**src/rtl/ram_dp_if.sv**
```systemverilog
// Request/response bundle for ram_dp: write port with byte enables,
// read port, and the init-sweep busy flag.
interface ram_dp_if #(
    parameter int DATA_W = 32,
    parameter int ADDR_W = 4
);
    logic                  we;
    logic [ADDR_W-1:0]     waddr;
    logic [DATA_W/8-1:0]   be;
    logic [DATA_W-1:0]     in;
    logic                  re;
    logic [ADDR_W-1:0]     raddr;
    logic [DATA_W-1:0]     out;
    logic                  rvalid;
    logic                  busy;

    modport master (
        output we, waddr, be, in, re, raddr,
        input  out, rvalid, busy
    );

    modport slave (
        input  we, waddr, be, in, re, raddr,
        output out, rvalid, busy
    );
endinterface

```
**src/rtl/ram_dp.sv**
```systemverilog
// Dual-port byte-enable word memory, falling-edge clocked, zeroed by a hardware
// sweep after reset. Define RAM_BYPASS_EN to forward same-address write data to reads.
module ram_dp #(
    parameter int DATA_W = 32,
    parameter int ADDR_W = 4
) (
    input  logic     clk,
    input  logic     rst,
    ram_dp_if.slave  bus
);
    localparam int DEPTH = 2 ** ADDR_W;
    localparam int NBYTE = DATA_W / 8;

    typedef enum logic {
        ST_INIT,
        ST_READY
    } state_t;

    state_t              r_state;
    state_t              w_state_nxt;
    logic [ADDR_W-1:0]   r_cnt;
    logic [ADDR_W-1:0]   w_cnt_nxt;
    logic                w_sweep_we;
    logic                w_wr_en;
    logic                w_rd_en;
    logic [DATA_W-1:0]   w_rdata;
    logic [DATA_W-1:0]   r_out;
    logic                r_rvalid;
    logic [DATA_W-1:0]   r_mem [DEPTH];

    always_ff @(negedge clk or negedge rst) begin
        if (!rst) begin
            r_state <= ST_INIT;
            r_cnt   <= '0;
        end else begin
            r_state <= w_state_nxt;
            r_cnt   <= w_cnt_nxt;
        end
    end

    always_comb begin
        w_state_nxt = r_state;
        w_cnt_nxt   = r_cnt;
        w_sweep_we  = 1'b0;
        case (r_state)
            ST_INIT: begin
                w_sweep_we = rst;
                w_cnt_nxt  = r_cnt + ADDR_W'(1);
                if (r_cnt == '1)
                    w_state_nxt = ST_READY;
            end
            ST_READY: begin
                w_state_nxt = ST_READY;
            end
            default: begin
                w_state_nxt = ST_INIT;
            end
        endcase
    end

    assign w_wr_en = (r_state == ST_READY) && bus.we;
    assign w_rd_en = (r_state == ST_READY) && bus.re;

    // Storage has no reset; the sweep is what clears it.
    always_ff @(negedge clk) begin
        if (w_sweep_we) begin
            r_mem[r_cnt] <= '0;
        end else if (w_wr_en) begin
            for (int unsigned i = 0; i < NBYTE; i++) begin
                if (bus.be[i])
                    r_mem[bus.waddr][8*i +: 8] <= bus.in[8*i +: 8];
            end
        end
    end

    always_comb begin
        w_rdata = r_mem[bus.raddr];
`ifdef RAM_BYPASS_EN
        if (w_wr_en && (bus.waddr == bus.raddr)) begin
            for (int unsigned i = 0; i < NBYTE; i++) begin
                if (bus.be[i])
                    w_rdata[8*i +: 8] = bus.in[8*i +: 8];
            end
        end
`endif
    end

    always_ff @(negedge clk or negedge rst) begin
        if (!rst) begin
            r_out    <= '0;
            r_rvalid <= 1'b0;
        end else begin
            r_rvalid <= w_rd_en;
            if (w_rd_en)
                r_out <= w_rdata;
        end
    end

    assign bus.out    = r_out;
    assign bus.rvalid = r_rvalid;
    assign bus.busy   = (r_state == ST_INIT);
endmodule

```
**src/flat_wrapper.sv**
```systemverilog
// flat-port wrapper written by rule: the top's interface ports become plain ports
module ram_dp_flat 
#(
    parameter int DATA_W = 32,
    parameter int ADDR_W = 4
)
  (clk, rst, bus_we, bus_waddr, bus_be, bus_in, bus_re, bus_raddr, bus_out, bus_rvalid, bus_busy);
  ram_dp_if #(.DATA_W(DATA_W), .ADDR_W(ADDR_W)) bus_i ();
  input  logic clk;
  input  logic rst;
  input wire logic [$bits(bus_i.we)-1:0] bus_we;
  input wire logic [$bits(bus_i.waddr)-1:0] bus_waddr;
  input wire logic [$bits(bus_i.be)-1:0] bus_be;
  input wire logic [$bits(bus_i.in)-1:0] bus_in;
  input wire logic [$bits(bus_i.re)-1:0] bus_re;
  input wire logic [$bits(bus_i.raddr)-1:0] bus_raddr;
  output wire logic [$bits(bus_i.out)-1:0] bus_out;
  output wire logic [$bits(bus_i.rvalid)-1:0] bus_rvalid;
  output wire logic [$bits(bus_i.busy)-1:0] bus_busy;
  assign bus_i.we = bus_we;
  assign bus_i.waddr = bus_waddr;
  assign bus_i.be = bus_be;
  assign bus_i.in = bus_in;
  assign bus_i.re = bus_re;
  assign bus_i.raddr = bus_raddr;
  assign bus_out = bus_i.out;
  assign bus_rvalid = bus_i.rvalid;
  assign bus_busy = bus_i.busy;
  ram_dp #(.DATA_W(DATA_W), .ADDR_W(ADDR_W)) u_core (.clk(clk), .rst(rst), .bus(bus_i));
endmodule
```
**config.mk**
```make
export PLATFORM = sky130hd
export DESIGN_NAME = ram_dp_flat
export DESIGN_NICKNAME = d
export VERILOG_FILES = /design/src/rtl/ram_dp_if.sv /design/src/rtl/ram_dp.sv /design/src/flat_wrapper.sv
export SDC_FILE = /design/constraint.sdc
export NUM_CORES = 1
export LEC_CHECK = 0
export BUFFER_PORTS_ARGS = -buffer_cell sky130_fd_sc_hd__buf_2
export CORE_MARGIN = 2
export CORE_UTILIZATION = 60
export CTS_CLUSTER_SIZE = 12
export DETAILED_ROUTE_END_ITERATION = 10
export PLACE_DENSITY = 0.88
export RECOVER_POWER = 50
export SYNTH_ARGS = -nofsm -noshare
export SYNTH_HDL_FRONTEND = slang
export SYNTH_SLANG_ARGS = --single-unit
export TNS_END_PERCENT = 5
```
**constraint.sdc**
```tcl
create_clock -name clk -period 4.85 [get_ports clk]
set_input_delay 0.2425 -clock clk [delete_from_list [all_inputs] [get_ports clk]]
set_output_delay 0.2425 -clock clk [all_outputs]
set_load 0.005 [all_outputs]
```
======== After elaboration in Yosys (flattened, before gate mapping) ========
Memory sizes are Yosys's and may differ from the RTL's. A register that Yosys moved wholly into a read port is not among the register bits.
Cells that the tools add are included.
word-level totals
  bits in registers ....................... 6
  bits in writable memories ............... 512
  bits of input ports ..................... 48
  output and inout port bits .............. 34
  word-level logic and storage cells ...... 35
  memories ................................ 1
cells by class
  $add $sub $neg .......................... 1
  equal/unequal tests ..................... 1
  mux-type cells .......................... 24
  bitwise logic cells ..................... 1
  reductions and logical operators ........ 4
memories
  memory        depth  width  rd ports  clocked after Yosys merged registers in  write ports  line          RTL
  u_core.r_mem  16     32     1         1                                        1            ram_dp.sv:29  logic [DATA_W-1:0] r_mem [DEPTH];
operator list
  operator                                                        count
  32-bit 2-to-1 mux                                               1
  32-bit OR reduction                                             1
  1-bit 2-to-1 mux                                                20
  4-bit 2-to-1 mux                                                2
  4-bit by 1-bit adder with 4-bit output (second input constant)  1
  4-bit equality test (second input constant)                     1
  1-bit logical AND                                               2
  1-bit one-hot mux with 2 select lines                           1
  1-bit zero test                                                 1
  1-bit inverter                                                  1

======== Logic depth before layout (Yosys ltp) ========
Gate-level depths: netlist of run 1.
  word-level depth ........................ 6
  mapped depth ............................ 7
  mapped depth without buffers ............ 4

==> metrics.md, run 1 <==
| Metric | Value |
|---|---|
| Yosys synthesis warning count | 0 |
| Number of synthesized register bits | 550 |
| Post-CTS Resized | 0 |
| Core Util, Final | 75.1% |
| Largest area contributor in the netlist | edfxtp_1 |
| Worst-path fanout max | 16 |
| Hold Fails Final Rpt | 0 |
| Drt total wl | ~63 mm |
| Setup bufs post-CTS | 0 |
| Sw Share | between 30% and 40% |
| Syn avg cell area | between 15 and 20 um2 |
| Buf/Inv on CP | 3 |
| Syn_nets | 1393 |
| Worst hold margin | 423 ps |
| CP startpoint kind | input pin |
| Max_cap viols | 0 |
| First-pass GRT wire length | 93.0 mm |
| Clock tree from TritonCTS | yes |
| DRT Pass-1 Iters | 9 |
| Crit-path cells | buf_2, nor4_1, nor2_4, buf_4, mux2_4, nor3_1, clkbuf_1 |
| Die height | slightly below 200 um |
| Gr usage total | about a third |
| Core Area | around 0.036 mm2 |
| Die outline width | a little under 200 um |
| TritonCTS Sinks | 550 |
| Clock edge transition at the registers on the reported setup and hold paths | approximately 50 ps |
| Area contributors post-synth | edfxtp_1 70%, mux2i_1 12%, dfrtn_1 4.3% |
| Worst path top cell family by delay | simple AND/OR/NAND/NOR gates |
| Fin Clk Skew | between 100 and 150 ps |
| Combinational share of power | 5.2% |
| Io pins | slightly above 80 |
| Worst hold path type | flip-flop to flip-flop |
| Number of remaining DRC errors | 0 |
| Required @ worst endpoint | between 2000 and 3000 ps |
| Row count | 69 |
| Max-slew violations | 0 |
| P_sw | 3.66 mW |
| Crit path kind | input pin to flip-flop |
| 1st-iter DRT viols | about 2500 |
| Clk Latency, worst-skew pair | roughly 670 ps |
| Outcome | finished, final reports clean |
| Gate count of the mapped netlist | 1344 |
| Dpl hpwl | between 30 and 40 mm |
| Rel. slew slack | 2.74% |
| Initial Util | 61.3% |
| Finished Layout Cells | between 2000 and 3000 |
| Final #Nets | approximately 2100 |
| # diodes | 0 |
| CP peak stage delay | around 500 ps |
| Post-DP Area | ~0.023 mm2 |
| Leakage Power | around 12 nW |
| Final WS setup | 331 ps |
| Vias in the first global route | 16700 |
| Final setup violating endpoints | 0 |
| Total power draw | between 10 and 15 mW |
| Root buffer cell | clkbuf_16 |
| Clock network fraction of total power | roughly half |
| CP Capture Type | flip-flop |
| TritonCTS Buffers | 54 |
| Largest net degree at the start of global routing | 65 |
| Reg area | 0.0163 mm2 |
| Filler cells | around 1900 |
| DIE AREA | 0.0380 mm2 |
| Post-synth top flop | edfxtp_1 |
| Clock Path Buffers | 3 |
| Count leader, synth | edfxtp_1 |
| CP max stage cell | nor4_1 |
| Antenna viol nets, final | 0 |
| VDD IR max | 354 uV |
| Sequential power share | around 44% |
| Yosys cell types | 31 |
| Setup WS pre-CTS | about 130 ps |
| Pint | 8.30 mW |
| CTS Hold Bufs | 0 |
| Post-synth top area share | between 70% and 80% |
| Port-buffer cells | just over 80 |
| Grt ovf | 0 |
| DR WL/cell | between 20 and 25 um |
| Sequential share of the synthesized area | around three quarters |
| DR vias/cell | between 6 and 7 |
| Antenna violations before repair | 1 |
| GPL Wtd Cong | 0.811 |
| Post-synth EDFFs | between 500 and 600 |
| Setup Total Neg Slack | 0 ps |
| Post-route cell area | 0.0269 mm2 |
| Synth Cell Area | 0.0219 mm2 |
| Multi-input logic area | between 0.005 and 0.006 mm2 |
| CP arrival | 2340 ps |
| Syn-to-layout area delta | 22.7% |
| Post-synth top cells | 512 x edfxtp_1, 257 x mux2i_1, 113 x nand2_1 |
| Placed cells | 1920 |
| Unrepaired setup endpoints after global routing | false |
| H-tree depth | 2 |
| Vias | 15700 |
| Pwr dens | approximately 450 mW/mm2 |
| Async SR Flop Fraction | approximately 6.9% |
| Fraction of layout cells with a size suffix above 1 | 10.9% |
| Worst slew pin tran | ~1500 ps |
-- layer usage --
metal	routed length, um	vias up	global-route usage (%)
li1	-	6543	-
met1	20900	7428	38.2
met2	31400	1470	55.4
met3	7280	285	8.81
met4	3300	0	20.0
met5	0	-	0
-- tightest hold or removal path, cell delays in order, from the launching register on --
cell and delay [ps]:
dfrtn_1 400, nand2_1 50, nand3_1 60
-- registers in the layout, summed over array words and instances (netlist names) --
name	count
u_core.r_cnt	4
u_core.r_mem	512
u_core.bus.out	32
u_core.bus.rvalid	1
u_core.r_state	1
-- layout make-up --
type                       instances  area share, %
inverter                           2         0.0280
multi-input combinational        709           19.1
sequential                       550           60.8
tap                              461           2.15
clock inverter                   534           7.64
timing repair buffer             197           4.66
clock buffer                      67           5.65
-- power by group through the flow --
| stage | clock (mW) | sequential (mW) | combinational, mW |
|---|---|---|---|
| 2_1_floorplan | 0.625 | 5.36 | 0.332 |
| 3_3_place_gp | 0.625 | 5.36 | 0.580 |
| 3_5_place_dp | 0.625 | 5.36 | 0.601 |
| 4_1_cts | 5.99 | 5.30 | 0.619 |
| 5_1_grt | 6.45 | 5.29 | 0.642 |
| 6_report | 6.04 | 5.30 | 0.616 |
-- path summary, 6_finish.rpt --
check	startpoint	end	slack, ps	cells past startpoint
worst max-delay path	bus_be[2]	u_core.r_mem[14][1]$_DFFE_NP_	330	7
worst min-delay path	u_core.bus.out[6]$_DFFE_NN0P_	u_core.bus.out[6]$_DFFE_NN0P_	420	2
worst max register to register	u_core.r_state$_DFF_NN0_	u_core.r_mem[14][29]$_DFFE_NP_	1900	5
worst min register to register	u_core.bus.out[6]$_DFFE_NN0P_	u_core.bus.out[6]$_DFFE_NN0P_	420	2
max in group asynchronous	rst	u_core.bus.out[5]$_DFFE_NN0P_	1470	2
min in group asynchronous	rst	u_core.bus.out[19]$_DFFE_NN0P_	2500	2
-- cells by family (layout without fill, tap and decap cells) --
logic type / Yosys count / count (layout) / synth area share (%)
AND/OR/NAND/NOR: 329 / 329 / 7.34
flip-flops: 550 / 550 / 74.6
buffers and inverters: 85 / 800 / 2.06
multiplexers: 265 / 265 / 12.5
adder cells (fa/ha/maj): 1 / 1 / 0.0571
XOR/XNOR: 3 / 3 / 0.120
AO/OA/AOI/OAI: 111 / 111 / 3.42
-- placed cells by master (no fill, tap or decap), types with 3 or more instances in the layout --
master | synthesis | final
a21oi_1 | 32 | 32
a22oi_1 | 75 | 75
a31oi_1 | 4 | 4
and2_0 | 0 | 18
and2_1 | 33 | 14
buf_12 | 1 | 9
buf_2 | 38 | 54
buf_4 | 1 | 76
clkbuf_1 | 27 | 62
clkbuf_16 | 0 | 59
clkinv_1 | 0 | 7
clkinvlp_2 | 0 | 3
dfrtn_1 | 38 | 38
edfxtp_1 | 512 | 512
inv_1 | 3 | 521
mux2i_1 | 257 | 257
mux2i_4 | 5 | 5
nand2_1 | 113 | 113
nand3_1 | 77 | 77
nand4_1 | 22 | 22
nor2_1 | 6 | 4
nor2b_1 | 9 | 7
nor3_1 | 64 | 64
xnor2_1 | 3 | 3
(Power assumes the default switching activity.)
==> inputs of run 2 (changes only) <==
--- a/config.mk
+++ b/config.mk
@@ -6,6 +6,7 @@
 export NUM_CORES = 1
 export LEC_CHECK = 0
 export BUFFER_PORTS_ARGS = -buffer_cell sky130_fd_sc_hd__buf_2
+export CORE_ASPECT_RATIO = 1.75
 export CORE_MARGIN = 2
 export CORE_UTILIZATION = 60
 export CTS_CLUSTER_SIZE = 12
==> run 2 against run 1 <==
  * The flow now finishes with violations (max-capacitance violations, max-slew violations)
  * Die area rose by 0.16%
  * First-iteration DRC count up 4.2%
  * Design area fell by 0.34%
  * Clock power is 6.0% lower
  * Sequential power is essentially flat
  * Clock skew down 4.6 ps
  * Final cell count unchanged
  * Wire length grew 2.1%
  * Hold slack improved by 3.4 ps
  * Critical path type unchanged
  * Critical endpoint is now u_core.r_mem[1][28]$_DFFE_NP_
  * Largest cell class unchanged
  * Largest power group unchanged
==> metrics.md, run 2 (same netlist as run 1, synthesis figures left out) <==
| Metric | Value |
|---|---|
| Clock tree from TritonCTS | yes |
| Pwr dens | around 430 mW/mm2 |
| GPL Wtd Cong | 0.946 |
| Antenna violations before repair | 0 |
| Final setup violating endpoints | 0 |
| Grt ovf | 0 |
| Post-CTS Resized | 0 |
| # diodes | 0 |
| DR WL/cell | 25.5 um |
| 1st-iter DRT viols | 2576 |
| Syn-to-layout area delta | 22.2% |
| Drt total wl | 64.2 mm |
| Failing checks | max-capacitance violations, max-slew violations |
| Vias in the first global route | 16600 |
| First-pass GRT wire length | between 90 and 100 mm |
| Rel. slew slack | -51.4% |
| CP arrival | about 2300 ps |
| Worst hold path type | flip-flop to flip-flop |
| Die outline width | 148 um |
| CP startpoint kind | input pin |
| Root buffer cell | clkbuf_16 |
| R2r setup slk | roughly 1900 ps |
| Crit-path cells | buf_2, nor4_1, nor2_4, clkbuf_2, and2_0, clkbuf_2 |
| Worst path top cell family by delay | simple AND/OR/NAND/NOR gates |
| DRT Pass-1 Iters | 7 |
| Worst slew pin tran | 2270 ps |
| Hold Crit Start | u_core.bus.out[28]$_DFFE_NN0P_ |
| Worst hold endpoint | u_core.bus.out[28]$_DFFE_NN0P_ |
| R2R depth | 4 |
| WP depth | 6 |
| Row count | 92 |
| DR vias/cell | 6.32 |
| Setup Total Neg Slack | 0 ps |
| Worst hold margin | between 400 and 500 ps |
| Final #Nets | 2078 |
| Hold Path Cell Cnt | 2 |
| Clk Latency, worst-skew pair | around 670 ps |
| Crit path kind | input pin to flip-flop |
| Setup WS pre-CTS | approximately 130 ps |
| Max-slew violations | 34 |
| Setup bufs post-CTS | 0 |
| R2r startpoint | u_core.r_state$_DFF_NN0_ |
| Total power draw | between 10 and 15 mW |
| Max reg flops | between 500 and 600 |
| Number of remaining DRC errors | 0 |
| Gr usage total | 33.8% |
| Dpl hpwl | 32.5 mm |
| Die height | 257 um |
| Hold Fails Final Rpt | 0 |
| Io pins | 82 |
| Core Area | ~0.036 mm2 |
| Outcome | complete, but fails checks |
| Core Util, Final | about three quarters |
| CP peak stage delay | around 520 ps |
| Vias | ~16000 |
| Clock edge transition at the registers on the reported setup and hold paths | about 50 ps |
| Buf/Inv on CP | 3 |
| Top cell by count, worst path | clkbuf_2 |
| CP max stage cell | clkbuf_2 |
| Most frequent cells in the layout | 515 x inv_1, 512 x edfxtp_1, 257 x mux2i_1, 113 x nand2_1 |
| DIE AREA | 0.0381 mm2 |
| Antenna viol nets, final | 0 |
| CP Capture Type | flip-flop |
| TritonCTS Buffers | 51 |
| Most common cell after layout, fill and taps aside | inv_1 |
| Required @ worst endpoint | 2670 ps |
| Initial Util | 60.8% |
| Final WS setup | 392 ps |
| CTS Hold Bufs | 0 |
| Reg2reg end | u_core.r_mem[5][0]$_DFFE_NP_ |
| VDD IR max | 314 uV |
| Unrepaired setup endpoints after global routing | false |
| Port-buffer cells | 81 |
| Reg with most FFs | u_core.r_mem |
| Fraction of layout cells with a size suffix above 1 | between 10% and 20% |
| Worst-path fanout max | 32 |
| H-tree depth | 2 |
| Fin Clk Skew | between 100 and 150 ps |
| Max_cap viols | 1 |
| TritonCTS Sinks | 550 |
| Leakage Power | about 12 nW |
| Clock Path Buffers | 3 |
| Largest net degree at the start of global routing | 65 |
==> run 2: layout make-up <==
class,instances,area [um2]
sequential,550,16300
tap,470,588
timing repair buffer,203,1390
clock inverter,514,1930
multi-input combinational,709,5130
clock buffer,72,1400
inverter,2,7.51
fill,1781,9260
==> run 2: routing by layer <==
layer	part of all wire (%)	GRT usage [%]
met1	32	38.9
met2	50	55.7
met3	10	8.13
met4	7.2	23.0
met5	0	0
==> run 2: worst max-delay path by stage <==
stage / startpoint / end / slack [ps]
2_1_floorplan: bus_be[2] / u_core.r_mem[9][10]$_DFFE_NP_ / 260
3_3_place_gp: bus_be[2] / u_core.r_mem[9][16]$_DFFE_NP_ / 180
3_5_place_dp: bus_we / u_core.r_mem[0][16]$_DFFE_NP_ / 130
4_1_cts: u_core.r_state$_DFF_NN0_ / bus_busy / 420
5_1_grt: bus_be[2] / u_core.r_mem[4][5]$_DFFE_NP_ / 270
6_report: bus_be[2] / u_core.r_mem[1][28]$_DFFE_NP_ / 390
==> run 2: power breakdown <==
group | internal, mW | total (mW) | switching (mW)
registers | 5.27 | 5.30 | 0.0276
clock network | 2.55 | 5.68 | 3.14
logic | 0.200 | 0.630 | 0.429
total | 8.02 | 11.6 | 3.59
==> run 2: tightest hold or removal path: stages (launching register included) <==
cell and delay (ps):
dfrtn_1 410, nand2_1 50, nand3_1 50
==> run 2: through the flow <==
| stage | cell area (um2) | std cells |
|---|---|---|
| after floorplan | 21900 | 1344 |
| after global placement | 23600 | 1935 |
| after detailed placement | 23600 | 1935 |
| after CTS | 26900 | 2520 |
| after global routing | 26800 | 2520 |
| final | 26800 | 2520 |
